File: config.mk
export PLATFORM = sky130hd
export DESIGN_NAME = id_ex_stage
export DESIGN_NICKNAME = d
export VERILOG_FILES = /design/src/rtl/id_ex_stage.sv
export SDC_FILE = /design/constraint.sdc
export NUM_CORES = 1
export LEC_CHECK = 0
export CAP_MARGIN = 20
export CORE_AREA = 2 2 135 137
export DETAILED_ROUTE_END_ITERATION = 8
export DIE_AREA = 0 0 137 139
export PLACE_DENSITY = 0.73
export SYNTH_ARGS = -nofsm -noshare
export SYNTH_HDL_FRONTEND = slang
export SYNTH_SLANG_ARGS = --single-unit
File: constraint.sdc
create_clock -name clk -period 4.09 [get_ports clk]
set_input_delay 0.6135 -clock clk [delete_from_list [all_inputs] [get_ports clk]]
set_output_delay 0.6135 -clock clk [all_outputs]
set_load 0.05 [all_outputs]
File: src/rtl/id_ex_stage.sv
// ID/EX pipeline register with load-use bubble insertion, back-pressure hold and flush.
// Optional illegal-instruction trap (one-cycle exc_valid pulse, EXC_HOLD state) enabled by defining EXC_TRAP_EN.
module id_ex_stage #(
    parameter int DATA_W = 32,
    parameter int REG_W  = 5
) (
    input  logic              clk,
    input  logic              rst_n,
    input  logic              id_valid,
    input  logic [10:0]       id_ctrl,
    input  logic [DATA_W-1:0] id_pc,
    input  logic [DATA_W-1:0] id_rs_data,
    input  logic [DATA_W-1:0] id_rt_data,
    input  logic [DATA_W-1:0] id_imm,
    input  logic [REG_W-1:0]  id_rs,
    input  logic [REG_W-1:0]  id_rt,
    input  logic [REG_W-1:0]  id_rd,
    input  logic              ex_ready,
    input  logic              flush,
    output logic              ex_valid,
    output logic [10:0]       ex_ctrl,
    output logic [DATA_W-1:0] ex_pc,
    output logic [DATA_W-1:0] ex_rs_data,
    output logic [DATA_W-1:0] ex_rt_data,
    output logic [DATA_W-1:0] ex_imm,
    output logic [REG_W-1:0]  ex_rs,
    output logic [REG_W-1:0]  ex_rt,
    output logic [REG_W-1:0]  ex_wreg,
    output logic              stall_id,
    output logic              exc_valid,
    output logic [DATA_W-1:0] exc_pc
);

    localparam logic [0:0] ST_RUN      = 1'b0;
    localparam logic [0:0] ST_EXC_HOLD = 1'b1;

    // Control bits that carry architectural side effects: jump, branch,
    // mem_to_reg, mem_write, mem_read and reg_write.
    localparam logic [10:0] SIDE_EFFECT_MASK = 11'h7C2;

    logic              ex_valid_q,   ex_valid_d;
    logic [10:0]       ex_ctrl_q,    ex_ctrl_d;
    logic [DATA_W-1:0] ex_pc_q,      ex_pc_d;
    logic [DATA_W-1:0] ex_rs_data_q, ex_rs_data_d;
    logic [DATA_W-1:0] ex_rt_data_q, ex_rt_data_d;
    logic [DATA_W-1:0] ex_imm_q,     ex_imm_d;
    logic [REG_W-1:0]  ex_rs_q,      ex_rs_d;
    logic [REG_W-1:0]  ex_rt_q,      ex_rt_d;
    logic [REG_W-1:0]  ex_wreg_q,    ex_wreg_d;
    logic [0:0]        state_q,      state_d;

    logic              uses_rt;
    logic              rs_match;
    logic              rt_match;
    logic              hazard;
    logic              exc_hold;
    logic              trap_take;
    logic [10:0]       ctrl_in;
    logic [REG_W-1:0]  wreg_in;

`ifdef EXC_TRAP_EN
    logic              exc_valid_q, exc_valid_d;
    logic [DATA_W-1:0] exc_pc_q,    exc_pc_d;
`endif

    // Load-use detection against the bundle currently held for EX.
    always_comb begin
        uses_rt  = id_ctrl[0] | id_ctrl[7] | id_ctrl[9];
        rs_match = (id_rs == ex_wreg_q);
        rt_match = uses_rt & (id_rt == ex_wreg_q);
        hazard   = ex_valid_q & ex_ctrl_q[6] & (ex_wreg_q != '0) & id_valid
                   & (rs_match | rt_match);
        exc_hold = (state_q == ST_EXC_HOLD);
        stall_id = !flush & (hazard | !ex_ready | exc_hold);
    end

    // Sanitise the incoming control word and pick the destination register.
    always_comb begin
        ctrl_in   = id_ctrl;
        trap_take = 1'b0;
`ifdef EXC_TRAP_EN
        trap_take = id_valid & id_ctrl[3];
        if (trap_take) begin
            ctrl_in = id_ctrl & ~SIDE_EFFECT_MASK;
        end
`endif
        if (ctrl_in[1]) begin
            wreg_in = ctrl_in[0] ? id_rd : id_rt;
        end else begin
            wreg_in = '0;
        end
    end

    always_comb begin
        ex_valid_d   = ex_valid_q;
        ex_ctrl_d    = ex_ctrl_q;
        ex_pc_d      = ex_pc_q;
        ex_rs_data_d = ex_rs_data_q;
        ex_rt_data_d = ex_rt_data_q;
        ex_imm_d     = ex_imm_q;
        ex_rs_d      = ex_rs_q;
        ex_rt_d      = ex_rt_q;
        ex_wreg_d    = ex_wreg_q;
        state_d      = state_q;
`ifdef EXC_TRAP_EN
        exc_valid_d  = 1'b0;
        exc_pc_d     = exc_pc_q;
`endif
        if (flush) begin
            ex_valid_d = 1'b0;
            state_d    = ST_RUN;
        end else if (!ex_ready) begin
            ex_valid_d = ex_valid_q;
        end else if (exc_hold) begin
            // EX has taken the trapped bundle; nothing new enters until flush.
            ex_valid_d = 1'b0;
        end else if (hazard) begin
            ex_valid_d = 1'b0;
        end else begin
            ex_valid_d   = id_valid;
            ex_ctrl_d    = ctrl_in;
            ex_pc_d      = id_pc;
            ex_rs_data_d = id_rs_data;
            ex_rt_data_d = id_rt_data;
            ex_imm_d     = id_imm;
            ex_rs_d      = id_rs;
            ex_rt_d      = id_rt;
            ex_wreg_d    = wreg_in;
            if (trap_take) begin
                state_d = ST_EXC_HOLD;
            end
`ifdef EXC_TRAP_EN
            if (trap_take) begin
                exc_valid_d = 1'b1;
                exc_pc_d    = id_pc;
            end
`endif
        end
    end

    always_ff @(posedge clk or negedge rst_n) begin
        if (!rst_n) begin
            ex_valid_q   <= 1'b0;
            ex_ctrl_q    <= '0;
            ex_pc_q      <= '0;
            ex_rs_data_q <= '0;
            ex_rt_data_q <= '0;
            ex_imm_q     <= '0;
            ex_rs_q      <= '0;
            ex_rt_q      <= '0;
            ex_wreg_q    <= '0;
            state_q      <= ST_RUN;
        end else begin
            ex_valid_q   <= ex_valid_d;
            ex_ctrl_q    <= ex_ctrl_d;
            ex_pc_q      <= ex_pc_d;
            ex_rs_data_q <= ex_rs_data_d;
            ex_rt_data_q <= ex_rt_data_d;
            ex_imm_q     <= ex_imm_d;
            ex_rs_q      <= ex_rs_d;
            ex_rt_q      <= ex_rt_d;
            ex_wreg_q    <= ex_wreg_d;
            state_q      <= state_d;
        end
    end

`ifdef EXC_TRAP_EN
    always_ff @(posedge clk or negedge rst_n) begin
        if (!rst_n) begin
            exc_valid_q <= 1'b0;
            exc_pc_q    <= '0;
        end else begin
            exc_valid_q <= exc_valid_d;
            exc_pc_q    <= exc_pc_d;
        end
    end

    assign exc_valid = exc_valid_q;
    assign exc_pc    = exc_pc_q;
`else
    assign exc_valid = 1'b0;
    assign exc_pc    = '0;
`endif

    assign ex_valid   = ex_valid_q;
    assign ex_ctrl    = ex_ctrl_q;
    assign ex_pc      = ex_pc_q;
    assign ex_rs_data = ex_rs_data_q;
    assign ex_rt_data = ex_rt_data_q;
    assign ex_imm     = ex_imm_q;
    assign ex_rs      = ex_rs_q;
    assign ex_rt      = ex_rt_q;
    assign ex_wreg    = ex_wreg_q;

endmodule
Word level (Yosys, flattened, before mapping)
Index checks and enable logic that the tools add are counted.
- reduce and logical (&&, ||, !) cells: 5
- eq/ne operators: 2
- bitwise logic cells: 14
- muxes and demuxes: 9
- operators by type and width (cell ; number):
    $eq 5x5->1 ; 2
    $mux 5 ; 2
    $mux 1 ; 7
    $and 1x1->1 ; 6
    $or 1x1->1 ; 5
    $reduce_bool 5->1 ; 1
    $reduce_and 4->1 ; 1
    $not 1->1 ; 3
    $logic_not 1->1 ; 2
    $reduce_bool 2->1 ; 1
- flip-flop bits (word level): 156
- input port bits: 159
- logic and storage cells: 40
- output and inout port bits: 189

Longest topological paths before layout
- depth after elaboration: 9
- mapped depth: 8
- depth with buffers taken out: 5

Worst setup path before layout
OpenSTA, ideal clock, no wires.
- kind: register to output
- from: register ex_wreg_q[1], in the netlist ex_wreg[1]
- to: output port stall_id
- buffers on the path: 0
- stages on the path, launching flop included: 6
- data arrival time: 2.058 ns
- data required time: 3.477 ns
- setup slack: 1.419 ns
- cells stage by stage: dfrtp_1 -> xnor2_1 -> o31ai_2 -> o22ai_2 -> nand2_1 -> a21oi_1
- word-level cells in the longest chain between the ends: 7
- elaborated cells between the ends (all ways): 11
- those cells by class: 2 x eq/ne; 8 x bitwise; 1 x reduce/logical
- RTL lines (what ; line ; RTL):
    start: declaration ; 49 ; logic [REG_W-1:0] ex_wreg_q, ex_wreg_d;
    start signal: assignment ; 162 ; ex_wreg_q <= ex_wreg_d;
    $eq 5x5->1 / $reduce_bool 5->1 (equally long branches) ; 70, 71 ;
    $and 1x1->1, on equally long branches ; 70, 71 ;
    $or 1x1->1 / $and 1x1->1 (equally long branches) ; 72, 71 ;
    $and 1x1->1 (*) ; 72 ; & (rs_match | rt_match);
    $or 1x1->1 (*) (2 in a row) ; 74 ; stall_id = !flush & (hazard | !ex_ready | exc_hold);
    $and 1x1->1 (*) ; 74 ;
    end: declaration ; 29 ; output logic stall_id,
Mark *: on every way between the ends. The rest lies on a longest branch, timed or not.

Final worst setup path
- from: input port id_rt[0]
- to: output port stall_id
- word-level cells in the longest chain between the ends: 7
- RTL lines (what ; line ; RTL):
    start: declaration ; 16 ; input logic [REG_W-1:0] id_rt,
    $eq 5x5->1 ; 70 ; rt_match = uses_rt & (id_rt == ex_wreg_q);
    $and 1x1->1 ; 70 ;
    $or 1x1->1 ; 72 ;
    $and 1x1->1 ; 72 ;
    $or 1x1->1 (2 in a row) ; 74 ;
    $and 1x1->1 ; 74 ;
No other way between the ends.

==> impl_table.tex <==
\begin{tabular}{lr}
\hline
Metric & Value \\
\hline
\multicolumn{2}{l}{\textbf{Final layout}} \\
\quad Fin nets & 877 \\
\quad Layout-stage area growth over the synthesis result & 58.87\% \\
\quad Non-filler cells, final & 959 \\
\quad Layout cell share with drive strength beyond 1 & 25.75\% \\
\quad Diode count & 0 \\
\quad Final core area utilization & 58.44\% \\
\multicolumn{2}{l}{\textbf{Timing}} \\
\quad Slew at the pin closest to its max-slew limit & 965.2 ps \\
\quad Number of hold-slack violations in the final timing report & 0 \\
\quad Final worst clock skew & 10.35 ps \\
\quad Number of endpoints failing setup at the final stage & 0 \\
\quad Max Freq & 288.5 MHz \\
\quad Time the worst path needs with I/O delays and setup & 3466 ps \\
\quad Fin worst setup slack & 623.5 ps \\
\quad Worst rel slew slack & 35.66\% \\
\quad Final Max Slew Viols & 0 \\
\quad Final clock period utilization by the worst path & 84.75\% \\
\quad RSZ-0062 raised after global routing & false \\
\quad Final sum of negative setup slack & 0 ps \\
\multicolumn{2}{l}{\textbf{Synthesis}} \\
\quad Number of standard cells after synthesis & 398 \\
\quad Combined area of all synthesized cells & 0.006495 mm² \\
\quad Post-synthesis compound-gate area fraction & 1.541\% \\
\quad Synthesized area per cell & 16.32 µm² \\
\quad Flip-flop and latch count after synthesis & 155 \\
\quad Number of enable flip-flop cells after synthesis & 0 \\
\quad Ys flop type & sky130\_fd\_sc\_hd\_\_dfrtp\_1 \\
\quad Parity-gate share of the synthesized area counting xor and xnor cells & 1.348\% \\
\quad Mux cell area share after synthesis & 29.55\% \\
\quad Distinct cell type count after synthesis & 24 \\
\quad Proportion of synthesized chip area in sequential cells & 59.72\% \\
\quad Post-synthesis share of cell area spent on and, or, nand and nor gates & 0.6742\% \\
\quad Count of warnings emitted by yosys & 0 \\
\quad Fraction of the mapped netlist area in adder cells & 0\% \\
\quad Largest family of logic cells by synthesized area & multiplexers \\
\quad Proportion of register bits with asynchronous set or reset after synthesis & 100.0\% \\
\multicolumn{2}{l}{\textbf{Critical path}} \\
\quad Nature of the critical path startpoint & input pin \\
\quad Required time at the worst-slack endpoint & 3480 ps \\
\quad WP data arrival & 2850 ps \\
\quad Top fanout value on the critical path & 3 \\
\quad Kind of critical path & input pin to output pin \\
\quad Capturing element type of the critical path & output pin \\
\multicolumn{2}{l}{\textbf{Global routing}} \\
\quad Maximum number of pins on one net before global-route repair & 109 \\
\quad Wire length of the first global-routing pass & 26,320 µm \\
\quad Sum of overflow across all layers after global routing & 0 \\
\quad Vias in the first global route & 4,742 \\
\quad Number of antenna violations at the first check in global routing & 0 \\
\quad Global router's overall resource usage & 18.06\% \\
\multicolumn{2}{l}{\textbf{Place}} \\
\quad Routability Congestion & 0.8457 \\
\quad Placed Instances & 928 \\
\quad Final HPWL DP & 12,340 µm \\
\quad Count of input and output buffers & 314 \\
\quad Worst setup timing slack at the placement stage & 621.1 ps \\
\multicolumn{2}{l}{\textbf{Power and ir drop}} \\
\quad Leak & 4.371 nW \\
\quad Total Power Consumption & 5.498 mW \\
\quad Worst supply voltage drop on vdd & 0.2742 mV \\
\quad Pwr per Cell Area & 532.8 mW/mm² \\
\multicolumn{2}{l}{\textbf{Flow run}} \\
\quad Count of max-cap constraint violations & 0 \\
\multicolumn{2}{l}{\textbf{Clocking}} \\
\quad Latest clock arrival within the worst-skew pair & 420 ps \\
\quad Buffer depth of the longest clock path & 2 \\
\quad Clock Tree Root & sky130\_fd\_sc\_hd\_\_clkbuf\_16 \\
\quad Count of hold-fix buffers inserted at cts & 0 \\
\quad Clock-pin slew on the worst setup and hold paths & 60 ps \\
\quad CTS H-Tree Depth & 4 \\
\quad Cts repair resizes & 0 \\
\quad Buffer count from post-CTS setup fixing & 0 \\
\quad Cts bufs inserted & 17 \\
\quad TritonCTS sink count & 155 \\
\quad Clock tree from TritonCTS & done \\
\multicolumn{2}{l}{\textbf{Routing}} \\
\quad Detailed-route wire length & 16,760 µm \\
\quad Via density per instance & 4.493 \\
\quad Antenna Nets Post-Route & 0 \\
\quad Number of detailed-routing iterations run before antenna repair & 4 \\
\quad Iteration-0 DRC count of the detailed router & 126 \\
\quad Final routed wire length divided by cell count & 17.48 µm \\
\quad Residual DRC & 0 \\
\quad DR vias & 4,309 \\
\multicolumn{2}{l}{\textbf{Die}} \\
\quad Die outline width & 137 µm \\
\quad Area of the die & 0.01904 mm² \\
\quad Die Span Y & 139 µm \\
\quad Number of I/O pins & 348 \\
\quad Number of rows created at floorplan & 49 \\
\quad Floorplan core area & 0.01766 mm² \\
\quad Effective utilization at floorplan & 36.78\% \\
\multicolumn{2}{l}{\textbf{Outcome}} \\
\quad Run status & completed \\
\multicolumn{2}{l}{\textbf{Min path}} \\
\quad Min-Delay Path Class & input pin to async pin \\
\hline
\end{tabular}
[layer usage]
metal	vias to the layer above	share of wire, %	global-route usage, %
met5	-	0	0
met4	0	2.7	7.705
met3	30	8.2	6.433
met2	199	52	30.35
met1	2122	37	20.61
li1	1958	-	-
[synthesized netlist by cell type, types with 2 or more instances]
library cell / instances / area share, %
sky130_fd_sc_hd__dfrtp_1: 155 / 60
sky130_fd_sc_hd__o22ai_1: 5 / 0.48
sky130_fd_sc_hd__inv_1: 6 / 0.35
sky130_fd_sc_hd__mux2_4: 54 / 12
sky130_fd_sc_hd__xnor2_1: 10 / 1.3
sky130_fd_sc_hd__buf_8: 6 / 1.4
sky130_fd_sc_hd__nand2_1: 3 / 0.17
sky130_fd_sc_hd__buf_4: 42 / 4.9
sky130_fd_sc_hd__mux2_2: 94 / 16
sky130_fd_sc_hd__buf_6: 3 / 0.52
sky130_fd_sc_hd__a21oi_1: 2 / 0.15
sky130_fd_sc_hd__nand3_1: 2 / 0.15
sky130_fd_sc_hd__mux2i_1: 5 / 0.77
[power by group]
part	internal, mW	total (mW)	switching, mW	leakage, nW
Sequential	1.76	1.89	0.132	1.83
Combinational	0.751	1.92	1.17	2.23
Clock	1.07	1.69	0.621	0.310
Total	3.58	5.50	1.92	4.37
[critical path, cell delays in order]
cell and delay (ps):
sky130_fd_sc_hd__clkdlybuf4s50_1 520, sky130_fd_sc_hd__xnor2_1 130, sky130_fd_sc_hd__nand4_1 150, sky130_fd_sc_hd__o22ai_2 270, sky130_fd_sc_hd__nand2_1 120, sky130_fd_sc_hd__a21oi_1 210, sky130_fd_sc_hd__clkdlybuf4s50_1 840
[state kept, by name (all words and copies together), names as in the netlist]
signal,cells
ex_rt,5
ex_imm,32
ex_rs,5
ex_valid,1
ex_rt_data,32
ex_ctrl,11
ex_rs_data,32
ex_wreg,5
ex_pc,32
[cell usage in the layout (no fill, tap or decap)]
master,Yosys,routed
sky130_fd_sc_hd__clkdlybuf4s50_1,0,313
sky130_fd_sc_hd__dfrtp_1,155,155
sky130_fd_sc_hd__mux2_2,94,94
sky130_fd_sc_hd__mux2_4,54,54
sky130_fd_sc_hd__conb_1,1,33
sky130_fd_sc_hd__clkbuf_16,0,17
sky130_fd_sc_hd__xnor2_1,10,10
sky130_fd_sc_hd__inv_1,6,6
sky130_fd_sc_hd__mux2i_1,5,5
sky130_fd_sc_hd__o22ai_1,5,5
sky130_fd_sc_hd__bufinv_16,0,4
sky130_fd_sc_hd__buf_4,42,4
sky130_fd_sc_hd__nand2_1,3,3
sky130_fd_sc_hd__clkbuf_8,0,3
sky130_fd_sc_hd__nand3_1,2,2
sky130_fd_sc_hd__a21oi_1,2,2
sky130_fd_sc_hd__clkinv_4,0,2
sky130_fd_sc_hd__clkinv_2,0,2
sky130_fd_sc_hd__buf_12,0,2
sky130_fd_sc_hd__o31ai_2,1,1
sky130_fd_sc_hd__nand4_1,1,1
sky130_fd_sc_hd__o22ai_2,1,1
sky130_fd_sc_hd__nor4_1,1,1
sky130_fd_sc_hd__nor2b_1,1,1
sky130_fd_sc_hd__a21boi_4,0,1
sky130_fd_sc_hd__a21o_1,1,1
sky130_fd_sc_hd__o21ai_0,1,1
sky130_fd_sc_hd__nor2_1,1,1
sky130_fd_sc_hd__a32o_1,1,1
sky130_fd_sc_hd__clkinvlp_4,0,1
sky130_fd_sc_hd__inv_6,0,1
sky130_fd_sc_hd__clkbuf_1,0,1
sky130_fd_sc_hd__buf_6,3,1
[cells by family (layout without fill, tap and decap cells)]
kind of cell	after synthesis	count (layout)
flip-flops	155	155
multiplexers	153	153
buffers and inverters	57	357
AO/OA/AOI/OAI	13	13
XOR/XNOR	10	10
AND/OR/NAND/NOR	9	9
other	1	33
[cell type report]
type | instances | area, µm²
Clock buffer | 21 | 470.5
Tap cell | 229 | 286.5
Clock inverter | 10 | 163.9
Inverter | 6 | 22.52
Fill cell | 1377 | 7338
Timing Repair Buffer | 320 | 3214
Sequential cell | 155 | 3879
Multi-Input combinational cell | 218 | 2282
[final timing paths]
| path | startpoint | end | slack, ps | cells after the start |
|---|---|---|---|---|
| max | id_rt[0] | stall_id | 620 | 7 |
| min | rst_n | ex_rs_data[5]$_DFFE_PN0P_ | 300 | 1 |
| min in group clk | ex_rt_data[18]$_DFFE_PN0P_ | ex_rt_data[18]$_DFFE_PN0P_ | 510 | 1 |
| max in group asynchronous | rst_n | ex_ctrl[10]$_DFFE_PN0P_ | 2720 | 2 |
| min reg2reg | ex_rt_data[18]$_DFFE_PN0P_ | ex_rt_data[18]$_DFFE_PN0P_ | 510 | 1 |
| max reg2reg | ex_wreg[1]$_DFFE_PN0P_ | ex_pc[17]$_DFFE_PN0P_ | 1640 | 5 |
[through the flow]
stage / hold WS [ps] / instance area (µm²)
floorplan: 317.9 / 6615
global route: 390.4 / 10320
detailed placement: 494.2 / 9684
global placement: 489.0 / 9684
finish: 299.6 / 10320
CTS: 350.8 / 10320
No activity file was read; power rests on OpenSTA's default activity.
